`src/rtl/vctrl_sequencer_if.sv`:
```
// rtl/vctrl_sequencer_if.sv - control bus between vctrl_sequencer and the scalar+vector datapath
interface vctrl_sequencer_if;
  logic [31:0] inst;
  logic        pc_hold;
  logic [1:0]  elem_idx;
  logic        VX;
  logic        xRegWrite;
  logic [2:0]  xImmType;
  logic [1:0]  xALUOp;
  logic        xOpd1Sel;
  logic        xOpd2Sel;
  logic [1:0]  xWBSel;
  logic [1:0]  branch;
  logic [2:0]  VWe0, VWe1, VWe2, VWe3;
  logic [2:0]  REn0, REn1, REn2, REn3;
  logic        VWBSel;
  logic [3:0]  VWEn;
  logic [2:0]  Opd2Sel;
  logic [1:0]  Opd1Sel;
  logic        illegal;
  logic [31:0] cyc_cnt;
  logic [31:0] vinst_cnt;
  logic [31:0] hold_cnt;

  // Sequencer side: consumes the instruction, drives every control
  modport master (
    input  inst,
    output pc_hold, elem_idx, VX, xRegWrite, xImmType, xALUOp, xOpd1Sel, xOpd2Sel,
           xWBSel, branch, VWe0, VWe1, VWe2, VWe3, REn0, REn1, REn2, REn3,
           VWBSel, VWEn, Opd2Sel, Opd1Sel, illegal, cyc_cnt, vinst_cnt, hold_cnt
  );

  // Datapath side: returns the instruction, obeys the controls
  modport slave (
    output inst,
    input  pc_hold, elem_idx, VX, xRegWrite, xImmType, xALUOp, xOpd1Sel, xOpd2Sel,
           xWBSel, branch, VWe0, VWe1, VWe2, VWe3, REn0, REn1, REn2, REn3,
           VWBSel, VWEn, Opd2Sel, Opd1Sel, illegal, cyc_cnt, vinst_cnt, hold_cnt
  );
endinterface

```
`src/rtl/vctrl_sequencer.sv`:
```
// rtl/vctrl_sequencer.sv - scalar+vector control sequencer, optional counters under VCTRL_PERF_EN
module vctrl_sequencer (
  input  logic               clk,
  input  logic               rst,
  vctrl_sequencer_if.master  bus
);

  typedef enum logic [1:0] {
    S_IDLE = 2'd0,
    S_RUN  = 2'd1,
    S_VMEM = 2'd2
  } state_t;

  localparam logic [2:0] WORD = 3'b010;

  state_t     state_q, state_d;
  logic [1:0] elem_idx_q, elem_idx_d;

  logic [6:0] opcode;
  logic [2:0] funct3;
  logic       is_vmem;
  logic       is_store;
  logic       vmem_beat;
  logic       unused_inst;

  assign opcode      = bus.inst[6:0];
  assign funct3      = bus.inst[14:12];
  assign is_vmem     = ((opcode == 7'h07) || (opcode == 7'h27)) && (funct3 == 3'b110);
  // Opcode bit 5 separates STORE-FP (0x27) from LOAD-FP (0x07); inst is held stable across beats
  assign is_store    = bus.inst[5];
  assign unused_inst = ^{bus.inst[31:15], bus.inst[11:7]};

  // State and element-beat register
  always_ff @(posedge clk) begin
    if (rst) begin
      state_q    <= S_IDLE;
      elem_idx_q <= 2'd0;
    end else begin
      state_q    <= state_d;
      elem_idx_q <= elem_idx_d;
    end
  end

  // Next state and decode of every datapath control
  always_comb begin
    state_d       = state_q;
    elem_idx_d    = elem_idx_q;
    vmem_beat     = 1'b0;
    bus.pc_hold   = 1'b0;
    bus.elem_idx  = 2'd0;
    bus.VX        = 1'b0;
    bus.xRegWrite = 1'b0;
    bus.xImmType  = 3'd0;
    bus.xALUOp    = 2'd0;
    bus.xOpd1Sel  = 1'b0;
    bus.xOpd2Sel  = 1'b0;
    bus.xWBSel    = 2'd0;
    bus.branch    = 2'd0;
    bus.VWe0      = 3'd0;
    bus.VWe1      = 3'd0;
    bus.VWe2      = 3'd0;
    bus.VWe3      = 3'd0;
    bus.REn0      = 3'd0;
    bus.REn1      = 3'd0;
    bus.REn2      = 3'd0;
    bus.REn3      = 3'd0;
    bus.VWBSel    = 1'b0;
    bus.VWEn      = 4'd0;
    bus.Opd2Sel   = 3'd0;
    bus.Opd1Sel   = 2'd0;
    bus.illegal   = 1'b0;

    if (rst) begin
      // Reset overrides the current state so a half-finished vector access stops at once
      state_d     = S_IDLE;
      elem_idx_d  = 2'd0;
      bus.pc_hold = 1'b1;
    end else begin
      case (state_q)
        S_IDLE: begin
          bus.pc_hold = 1'b1;
          state_d     = S_RUN;
        end
        S_RUN: begin
          case (opcode)
            7'h33: begin
              bus.xRegWrite = 1'b1;
              bus.xALUOp    = 2'd2;
            end
            7'h13: begin
              bus.xRegWrite = 1'b1;
              bus.xALUOp    = 2'd2;
              bus.xOpd2Sel  = 1'b1;
              bus.xImmType  = 3'd0;
            end
            7'h03: begin
              bus.xRegWrite = 1'b1;
              bus.xALUOp    = 2'd0;
              bus.xOpd2Sel  = 1'b1;
              bus.xWBSel    = 2'd1;
            end
            7'h23: begin
              bus.xImmType  = 3'd1;
              bus.xOpd2Sel  = 1'b1;
            end
            7'h63: begin
              bus.branch    = 2'd1;
              bus.xImmType  = 3'd2;
              bus.xALUOp    = 2'd1;
            end
            7'h6F: begin
              bus.branch    = 2'd2;
              bus.xImmType  = 3'd4;
              bus.xWBSel    = 2'd2;
              bus.xRegWrite = 1'b1;
            end
            7'h37: begin
              bus.xImmType  = 3'd3;
              bus.xRegWrite = 1'b1;
            end
            7'h57: begin
              case (funct3)
                3'b000: begin
                  bus.VX = 1'b1; bus.VWEn = 4'hF; bus.Opd2Sel = 3'd0;
                end
                3'b100: begin
                  bus.VX = 1'b1; bus.VWEn = 4'hF; bus.Opd2Sel = 3'd1;
                end
                3'b011: begin
                  bus.VX = 1'b1; bus.VWEn = 4'hF; bus.Opd2Sel = 3'd2;
                end
                default: bus.illegal = 1'b1;
              endcase
            end
            7'h07, 7'h27: begin
              if (is_vmem) begin
                // Beat 0 goes out from RUN; VMEM carries beats 1..3
                vmem_beat  = 1'b1;
                state_d    = S_VMEM;
                elem_idx_d = 2'd1;
              end else begin
                bus.illegal = 1'b1;
              end
            end
            default: bus.illegal = 1'b1;
          endcase
        end
        S_VMEM: begin
          vmem_beat = 1'b1;
          if (elem_idx_q == 2'd3) begin
            state_d    = S_RUN;
            elem_idx_d = 2'd0;
          end else begin
            elem_idx_d = elem_idx_q + 2'd1;
          end
        end
        default: begin
          state_d    = S_IDLE;
          elem_idx_d = 2'd0;
        end
      endcase

      if (vmem_beat) begin
        // One lane per beat; address is rs1 + imm + 4*elem_idx
        bus.elem_idx = elem_idx_q;
        bus.VX       = 1'b1;
        bus.pc_hold  = (elem_idx_q != 2'd3);
        bus.xOpd1Sel = 1'b0;
        bus.xOpd2Sel = 1'b1;
        if (is_store) begin
          bus.Opd1Sel = 2'd1;
          case (elem_idx_q)
            2'd0:    bus.VWe0 = WORD;
            2'd1:    bus.VWe1 = WORD;
            2'd2:    bus.VWe2 = WORD;
            default: bus.VWe3 = WORD;
          endcase
        end else begin
          bus.VWBSel = 1'b1;
          bus.VWEn   = 4'b0001 << elem_idx_q;
          case (elem_idx_q)
            2'd0:    bus.REn0 = WORD;
            2'd1:    bus.REn1 = WORD;
            2'd2:    bus.REn2 = WORD;
            default: bus.REn3 = WORD;
          endcase
        end
      end
    end
  end

`ifdef VCTRL_PERF_EN
  logic [31:0] cyc_cnt_q, vinst_cnt_q, hold_cnt_q;
  logic        vinst_done;

  // A vector instruction completes on a legal OP-V in RUN or on the last memory beat
  assign vinst_done = ((state_q == S_RUN) && (opcode == 7'h57) && !bus.illegal) ||
                      ((state_q == S_VMEM) && (elem_idx_q == 2'd3));

  // Free-running performance counters, wrapping at 2^32
  always_ff @(posedge clk) begin
    if (rst) begin
      cyc_cnt_q   <= 32'd0;
      vinst_cnt_q <= 32'd0;
      hold_cnt_q  <= 32'd0;
    end else begin
      cyc_cnt_q <= cyc_cnt_q + 32'd1;
      if (vinst_done)
        vinst_cnt_q <= vinst_cnt_q + 32'd1;
      if (bus.pc_hold && (state_q != S_IDLE))
        hold_cnt_q <= hold_cnt_q + 32'd1;
    end
  end

  assign bus.cyc_cnt   = cyc_cnt_q;
  assign bus.vinst_cnt = vinst_cnt_q;
  assign bus.hold_cnt  = hold_cnt_q;
`else
  assign bus.cyc_cnt   = 32'd0;
  assign bus.vinst_cnt = 32'd0;
  assign bus.hold_cnt  = 32'd0;
`endif

endmodule
```
`src/flat_wrapper.sv`:
```
// flat-port wrapper written by rule: the top's interface ports become plain ports
module vctrl_sequencer_flat 
  (clk, rst, bus_inst, bus_pc_hold, bus_elem_idx, bus_VX, bus_xRegWrite, bus_xImmType, bus_xALUOp, bus_xOpd1Sel, bus_xOpd2Sel, bus_xWBSel, bus_branch, bus_VWe0, bus_VWe1, bus_VWe2, bus_VWe3, bus_REn0, bus_REn1, bus_REn2, bus_REn3, bus_VWBSel, bus_VWEn, bus_Opd2Sel, bus_Opd1Sel, bus_illegal, bus_cyc_cnt, bus_vinst_cnt, bus_hold_cnt);
  vctrl_sequencer_if bus_i ();
  input  logic clk;
  input  logic rst;
  input wire logic [$bits(bus_i.inst)-1:0] bus_inst;
  output wire logic [$bits(bus_i.pc_hold)-1:0] bus_pc_hold;
  output wire logic [$bits(bus_i.elem_idx)-1:0] bus_elem_idx;
  output wire logic [$bits(bus_i.VX)-1:0] bus_VX;
  output wire logic [$bits(bus_i.xRegWrite)-1:0] bus_xRegWrite;
  output wire logic [$bits(bus_i.xImmType)-1:0] bus_xImmType;
  output wire logic [$bits(bus_i.xALUOp)-1:0] bus_xALUOp;
  output wire logic [$bits(bus_i.xOpd1Sel)-1:0] bus_xOpd1Sel;
  output wire logic [$bits(bus_i.xOpd2Sel)-1:0] bus_xOpd2Sel;
  output wire logic [$bits(bus_i.xWBSel)-1:0] bus_xWBSel;
  output wire logic [$bits(bus_i.branch)-1:0] bus_branch;
  output wire logic [$bits(bus_i.VWe0)-1:0] bus_VWe0;
  output wire logic [$bits(bus_i.VWe1)-1:0] bus_VWe1;
  output wire logic [$bits(bus_i.VWe2)-1:0] bus_VWe2;
  output wire logic [$bits(bus_i.VWe3)-1:0] bus_VWe3;
  output wire logic [$bits(bus_i.REn0)-1:0] bus_REn0;
  output wire logic [$bits(bus_i.REn1)-1:0] bus_REn1;
  output wire logic [$bits(bus_i.REn2)-1:0] bus_REn2;
  output wire logic [$bits(bus_i.REn3)-1:0] bus_REn3;
  output wire logic [$bits(bus_i.VWBSel)-1:0] bus_VWBSel;
  output wire logic [$bits(bus_i.VWEn)-1:0] bus_VWEn;
  output wire logic [$bits(bus_i.Opd2Sel)-1:0] bus_Opd2Sel;
  output wire logic [$bits(bus_i.Opd1Sel)-1:0] bus_Opd1Sel;
  output wire logic [$bits(bus_i.illegal)-1:0] bus_illegal;
  output wire logic [$bits(bus_i.cyc_cnt)-1:0] bus_cyc_cnt;
  output wire logic [$bits(bus_i.vinst_cnt)-1:0] bus_vinst_cnt;
  output wire logic [$bits(bus_i.hold_cnt)-1:0] bus_hold_cnt;
  assign bus_i.inst = bus_inst;
  assign bus_pc_hold = bus_i.pc_hold;
  assign bus_elem_idx = bus_i.elem_idx;
  assign bus_VX = bus_i.VX;
  assign bus_xRegWrite = bus_i.xRegWrite;
  assign bus_xImmType = bus_i.xImmType;
  assign bus_xALUOp = bus_i.xALUOp;
  assign bus_xOpd1Sel = bus_i.xOpd1Sel;
  assign bus_xOpd2Sel = bus_i.xOpd2Sel;
  assign bus_xWBSel = bus_i.xWBSel;
  assign bus_branch = bus_i.branch;
  assign bus_VWe0 = bus_i.VWe0;
  assign bus_VWe1 = bus_i.VWe1;
  assign bus_VWe2 = bus_i.VWe2;
  assign bus_VWe3 = bus_i.VWe3;
  assign bus_REn0 = bus_i.REn0;
  assign bus_REn1 = bus_i.REn1;
  assign bus_REn2 = bus_i.REn2;
  assign bus_REn3 = bus_i.REn3;
  assign bus_VWBSel = bus_i.VWBSel;
  assign bus_VWEn = bus_i.VWEn;
  assign bus_Opd2Sel = bus_i.Opd2Sel;
  assign bus_Opd1Sel = bus_i.Opd1Sel;
  assign bus_illegal = bus_i.illegal;
  assign bus_cyc_cnt = bus_i.cyc_cnt;
  assign bus_vinst_cnt = bus_i.vinst_cnt;
  assign bus_hold_cnt = bus_i.hold_cnt;
  vctrl_sequencer u_core (.clk(clk), .rst(rst), .bus(bus_i));
endmodule
```
`config.mk`:
```
export PLATFORM = sky130hd
export DESIGN_NAME = vctrl_sequencer_flat
export DESIGN_NICKNAME = d
export VERILOG_FILES = /design/src/rtl/vctrl_sequencer_if.sv /design/src/rtl/vctrl_sequencer.sv /design/src/flat_wrapper.sv
export SDC_FILE = /design/constraint.sdc
export NUM_CORES = 1
export LEC_CHECK = 0
export BUFFER_PORTS_ARGS = -buffer_cell sky130_fd_sc_hd__buf_2
export CORE_MARGIN = 3
export CORE_UTILIZATION = 39
export DETAILED_ROUTE_END_ITERATION = 10
export GPL_TIMING_DRIVEN = 0
export PLACE_DENSITY = 0.87
export SLEW_MARGIN = 10
export SYNTH_ARGS = -nofsm -noshare
export SYNTH_HDL_FRONTEND = slang
export SYNTH_SLANG_ARGS = --single-unit
```
`constraint.sdc`:
```
create_clock -name clk -period 3.8 [get_ports clk]
set_input_delay 0.76 -clock clk [delete_from_list [all_inputs] [get_ports clk]]
set_output_delay 0.76 -clock clk [all_outputs]
set_load 0.01 [all_outputs]
```
Word level (Yosys, flattened, before mapping)
Cells that the tools add are included.
- bits in registers: 4
- input bits: 34
- output and inout port bits: 147
- word-level logic and storage cells: 131
- $add $sub $neg: 1
- equal/unequal tests: 22
- shifts and indexed selects: 1
- muxes and demuxes: 90
- bitwise gates (word level): 1
- reduce and logical (&&, ||, !) cells: 14
- operators by type and width (kind ; count):
    3-bit 2-to-1 mux ; 29
    2-bit 2-to-1 mux ; 20
    7-bit by 6-bit == test with 1-bit output (second input constant) ; 4
    1-bit 2-to-1 mux ; 26
    4-bit 2-to-1 mux ; 6
    7-bit == test (second input constant) ; 3
    2-bit one-hot mux with 2 select lines ; 4
    2-bit one-hot mux with 3 select lines ; 2
    3-bit one-hot mux with 4 select lines ; 1
    3-bit OR reduction ; 3
    7-bit by 2-bit == test with 1-bit output (second input constant) ; 1
    7-bit by 3-bit == test with 1-bit output (second input constant) ; 1
    7-bit by 5-bit == test with 1-bit output (second input constant) ; 1
    7-bit OR reduction ; 1
    2-bit == test (second input constant) ; 3
    3-bit == test (second input constant) ; 2
    2-bit by 1-bit != test with 1-bit output (second input constant) ; 3
    3-bit AND reduction ; 2
    5-bit OR reduction ; 1
    2-bit by 1-bit == test with 1-bit output (second input constant) ; 2
    2-bit logical NOT ; 2
    2-bit OR reduction ; 2
    1-bit by 2-bit << shifter with 4-bit output (first input constant) ; 1
    3-bit by 2-bit == test with 1-bit output (second input constant) ; 1
    other kinds (8) ; 8

Logic depth before layout (Yosys ltp)
- depth in word-level cells: 9
- depth in mapped cells: 7
- mapped depth without buffers: 6

Worst setup path before layout
Ideal clock, no wire load.
- path type: in2out
- start: input port rst
- end: output port bus_xWBSel[0]
- data arrival time: 2.139 ns
- required time: 3.040 ns
- setup slack: 0.901 ns
- stages on the path: 6
- path buffers: 2
- path through: buf_2 -> nand4b_1 -> or2_1 -> clkbuf_1 -> or3_1 -> nor3_1
- longest elaborated chain between the ends: 1
- RTL lines (item ; RTL line ; text):
    from (decl) ; flat_wrapper.sv:6 ; input logic rst;
    2-bit 2-to-1 mux ; vctrl_sequencer.sv:73 ; if (rst) begin
    to (decl) ; flat_wrapper.sv:16 ; output wire logic [$bits(bus_i.xWBSel)-1:0] bus_xWBSel;
No other way between the ends.

Worst setup path after layout
- start: input port bus_inst[2]
- end: output port bus_pc_hold
- longest elaborated chain between the ends: 9
- elaborated cells between the ends (all ways): 11
- those cells by class: eq/ne: 2; mux: 6; reduce/logical: 3
- RTL lines (item ; RTL line ; text):
    from (decl) ; flat_wrapper.sv:7 ; input wire logic [$bits(bus_i.inst)-1:0] bus_inst;
    7-bit by 3-bit == test with 1-bit output or 7-bit by 6-bit == test with 1-bit output (tied branches) ; vctrl_sequencer.sv:28, vctrl_sequencer.sv:85 ;
    1-bit logical OR ; vctrl_sequencer.sv:28 ; assign is_vmem = ((opcode == 7'h07) || (opcode == 7'h27)) && (funct3 == 3'b110);
    1-bit logical AND ; vctrl_sequencer.sv:28 ;
    1-bit 2-to-1 mux ; vctrl_sequencer.sv:136 ; if (is_vmem) begin
    1-bit 2-to-1 mux (*) ; vctrl_sequencer.sv:85 ; case (opcode)
    1-bit one-hot mux with 2 select lines (*) ; vctrl_sequencer.sv:79 ; case (state_q)
    1-bit 2-to-1 mux (*) ; vctrl_sequencer.sv:73 ;
    1-bit 2-to-1 mux (*) ; vctrl_sequencer.sv:163 ; if (vmem_beat) begin
    1-bit 2-to-1 mux (*) ; vctrl_sequencer.sv:73 ;
    to (decl) ; flat_wrapper.sv:8 ; output wire logic [$bits(bus_i.pc_hold)-1:0] bus_pc_hold;
Mark *: on every way between the ends. The rest lies on a longest branch, timed or not. The select of a mux whose other input is x is not followed.

==> impl_metrics.ini <==
[worst_setup_path]
cp_num_buf_inv = 2
crit_required_ns = 3.04
r2r_cells = 5
worst_path_largest_cell_delay_ns = 0.49
r2r-start = u_core.state_q[0]
endpoint_kind = output port
crit_chain = buf_2 -> nor4b_4 -> a41oi_2 -> o311ai_0 -> buf_2
cpMostUsedCell = buf_2
r2r_end = u_core.state_q[0]
path_class = in2out
r2r_slack_ns = 2.12
critPathLaunchType = input port
crit_family = compound AO/OA/AOI/OAI gates
arrival_ns = 2.35
crit_slowest_cell = o311ai_0
crit_fanout = 10

[power]
irDropWorstVdd_uv = 171.0
power_leakage_nw = 1.622
power_uw = 496.8
p_per_area_nw_per_um2 = 199.3

[floorplanning]
start_util_pct = 42.31
dieArea_um2 = 5370
fp.dieW_um = 73.28
ios = 181
rows = 23
die_h_um = 73.28
design.core.area_um2 = 4173

[route]
wl_mm = 4.202
firstDrtPassIters = 4
vias = 1641
antenna_left = 0
viasPerCell = 3.671
drt_first_iter_violations = 67
drc = 0
wl_per_cell_um = 9.400

[min_path]
hold_depth = 2
min_from = u_core.state_q[0]
min_path_type = reg2reg
worstHoldEndpoint = u_core.state_q[0]

[sta]
rsz0062_at_grt = false
fmax_mhz = 321.6
tightest_slew_ns = 0.4842
setup_viol = 0
tns_ns = 0
hold_slack_ns = 0.5460
skew_ns = 0.0001683
period_needed_ns = 3.109
finalHoldViolations = 0
slew_headroom_pct = 67.31
fin_ws_ns = 0.6907
fin_crit_sh_pct = 81.82
slew_viol_final = 0

[yosys]
syn-cell-area_um2 = 1765
syn_inst = 241
avgSynthCellArea_um2 = 7.325
synth.area.top_cells = buf_4 (50%), ha_1 (7.1%), dfxtp_1 (4.5%)
ys_ff_latch = 4
synth_compound_area_share_pct = 12.97
synthSimpleGateAreaFrac_pct = 20.84
yosys.area_share.adder_pct = 7.087
synthMuxAreaShare_pct = 0
yosysWarnings = 0
synth_xor_area_share_pct = 0.4961
synth_top_family_by_area = buffers and inverters
synth.largest_area_cell = buf_4
synth_edf_count = 0
async_flop_share_pct = 0
ys_seq_area_share_pct = 4.536
synth_cell_types = 45
yosysTopAreaCellShare_pct = 49.75
synthFlopType = dfxtp_1

[cells_and_area]
n_fill_cell = 403
fin_util_pct = 59.73
multi_input_area_um2 = 1162
fin_cells = 447
area_growth_pct = 41.18
antenna_cells = 0
final_cell_mix = buf_4 (117), conb_1 (115), buf_2 (43)
ff_latch_area_um2 = 80.08
mostFrequentLayoutCell = buf_4
drive_above_1_share_pct = 43.07
finalInstanceArea_um2 = 2492
nets = 443

[global_routing]
grt_max_degree = 11
grt_usage_pct = 13.40
antenna_found_initial = 0
overflow = 0
grt_pass1_wl_mm = 5.892
grt_pass1_vias = 1327

[clock_tree]
cts_setup_buffers = 0
worstSkewPairLatency_ns = 0.21
clock_path_buffers = 2
cts_sinks = 4
hold_buffers = 0
htreeDepth = 1
cts_buffers = 3
ctsRootBufferMaster = clkbuf_8
clk_pin_slew_ns = 0.03
cts_tree = done
cts_resized = 0

[placement]
dpl-instance-area_um2 = 2451
port_buffers = 39
dp_hpwl_mm = 3.790
gp_congestion = 0.8455
dp_cells = 444
pre_cts_ws_ns = 0.7184

[status]
status = finished clean

[run]
maxCapViolCount = 0
-- cells by family (layout without fill, tap and decap cells) --
family          after synthesis  after routing
simple gates                 60             60
xor+xnor                      1              1
flops                         4              4
other cells                   1            115
buf+inv                     133            175
compound gates               32             32
fa+ha+maj                    10             10
-- how the worst max path moves through the flow --
stage | slack (ns) | cells past startpoint | endpoint | startpoint
2_1_floorplan | 0.90 | 6 | bus_xWBSel[0] | rst
3_3_place_gp | 0.74 | 7 | bus_xWBSel[0] | rst
3_5_place_dp | 0.72 | 5 | bus_pc_hold | bus_inst[2]
4_1_cts | 0.70 | 5 | bus_pc_hold | bus_inst[2]
5_1_grt | 0.58 | 6 | bus_REn3[1] | bus_inst[2]
6_report | 0.69 | 5 | bus_pc_hold | bus_inst[2]
-- tightest hold or removal path, stage by stage (launching register included) --
cell,delay [ns]
dfxtp_1,0.34
o21ai_0,0.09
a21oi_1,0.06
-- per-layer routing --
layer | GRT usage (%) | wire [um] | vias up
met2 | 27.11 | 2308 | 86
li1 | - | - | 877
met5 | 0 | 0 | -
met1 | 13.52 | 1375 | 676
met4 | 3.074 | 10 | 0
met3 | 3.010 | 507 | 2
-- synth_stat cells (2+ instances only) --
cell type and n:
a21o_1 4, a21oi_1 7, and2_1 4, and3_1 4, buf_2 4, buf_4 117, clkbuf_1 2, dfxtp_1 4
ha_1 10, inv_1 9, nand2_1 3, nand2b_1 2, nand3_1 2, nand4_1 2, nand4b_1 2, nor2_1 16
nor2b_1 3, nor3_1 8, nor3b_1 2, o21a_1 3, o21ai_0 8, or3_1 2
-- sequential cells by signal (all words and copies together) (netlist names) --
| name | count |
|---|---|
| u_core.state_q | 2 |
| u_core.elem_idx_q | 2 |
-- power breakdown --
part	total, mW	internal, mW	switching, mW
Sequential	0.0629	0.0519	0.0110
Combinational	0.348	0.152	0.196
Clock	0.0862	0.0672	0.0190
Total	0.497	0.271	0.226
-- layout make-up --
| type | instances | share of cell area [%] |
|---|---|---|
| inverters | 9 | 1.355 |
| plain buffers | 124 | 36.80 |
| clock buffers | 3 | 1.657 |
| well taps | 50 | 2.510 |
| repair buffers | 39 | 7.831 |
| multi-input cells | 218 | 46.64 |
| flip-flops and latches | 4 | 3.213 |
Note: power is estimated with default switching activity, not from simulation.
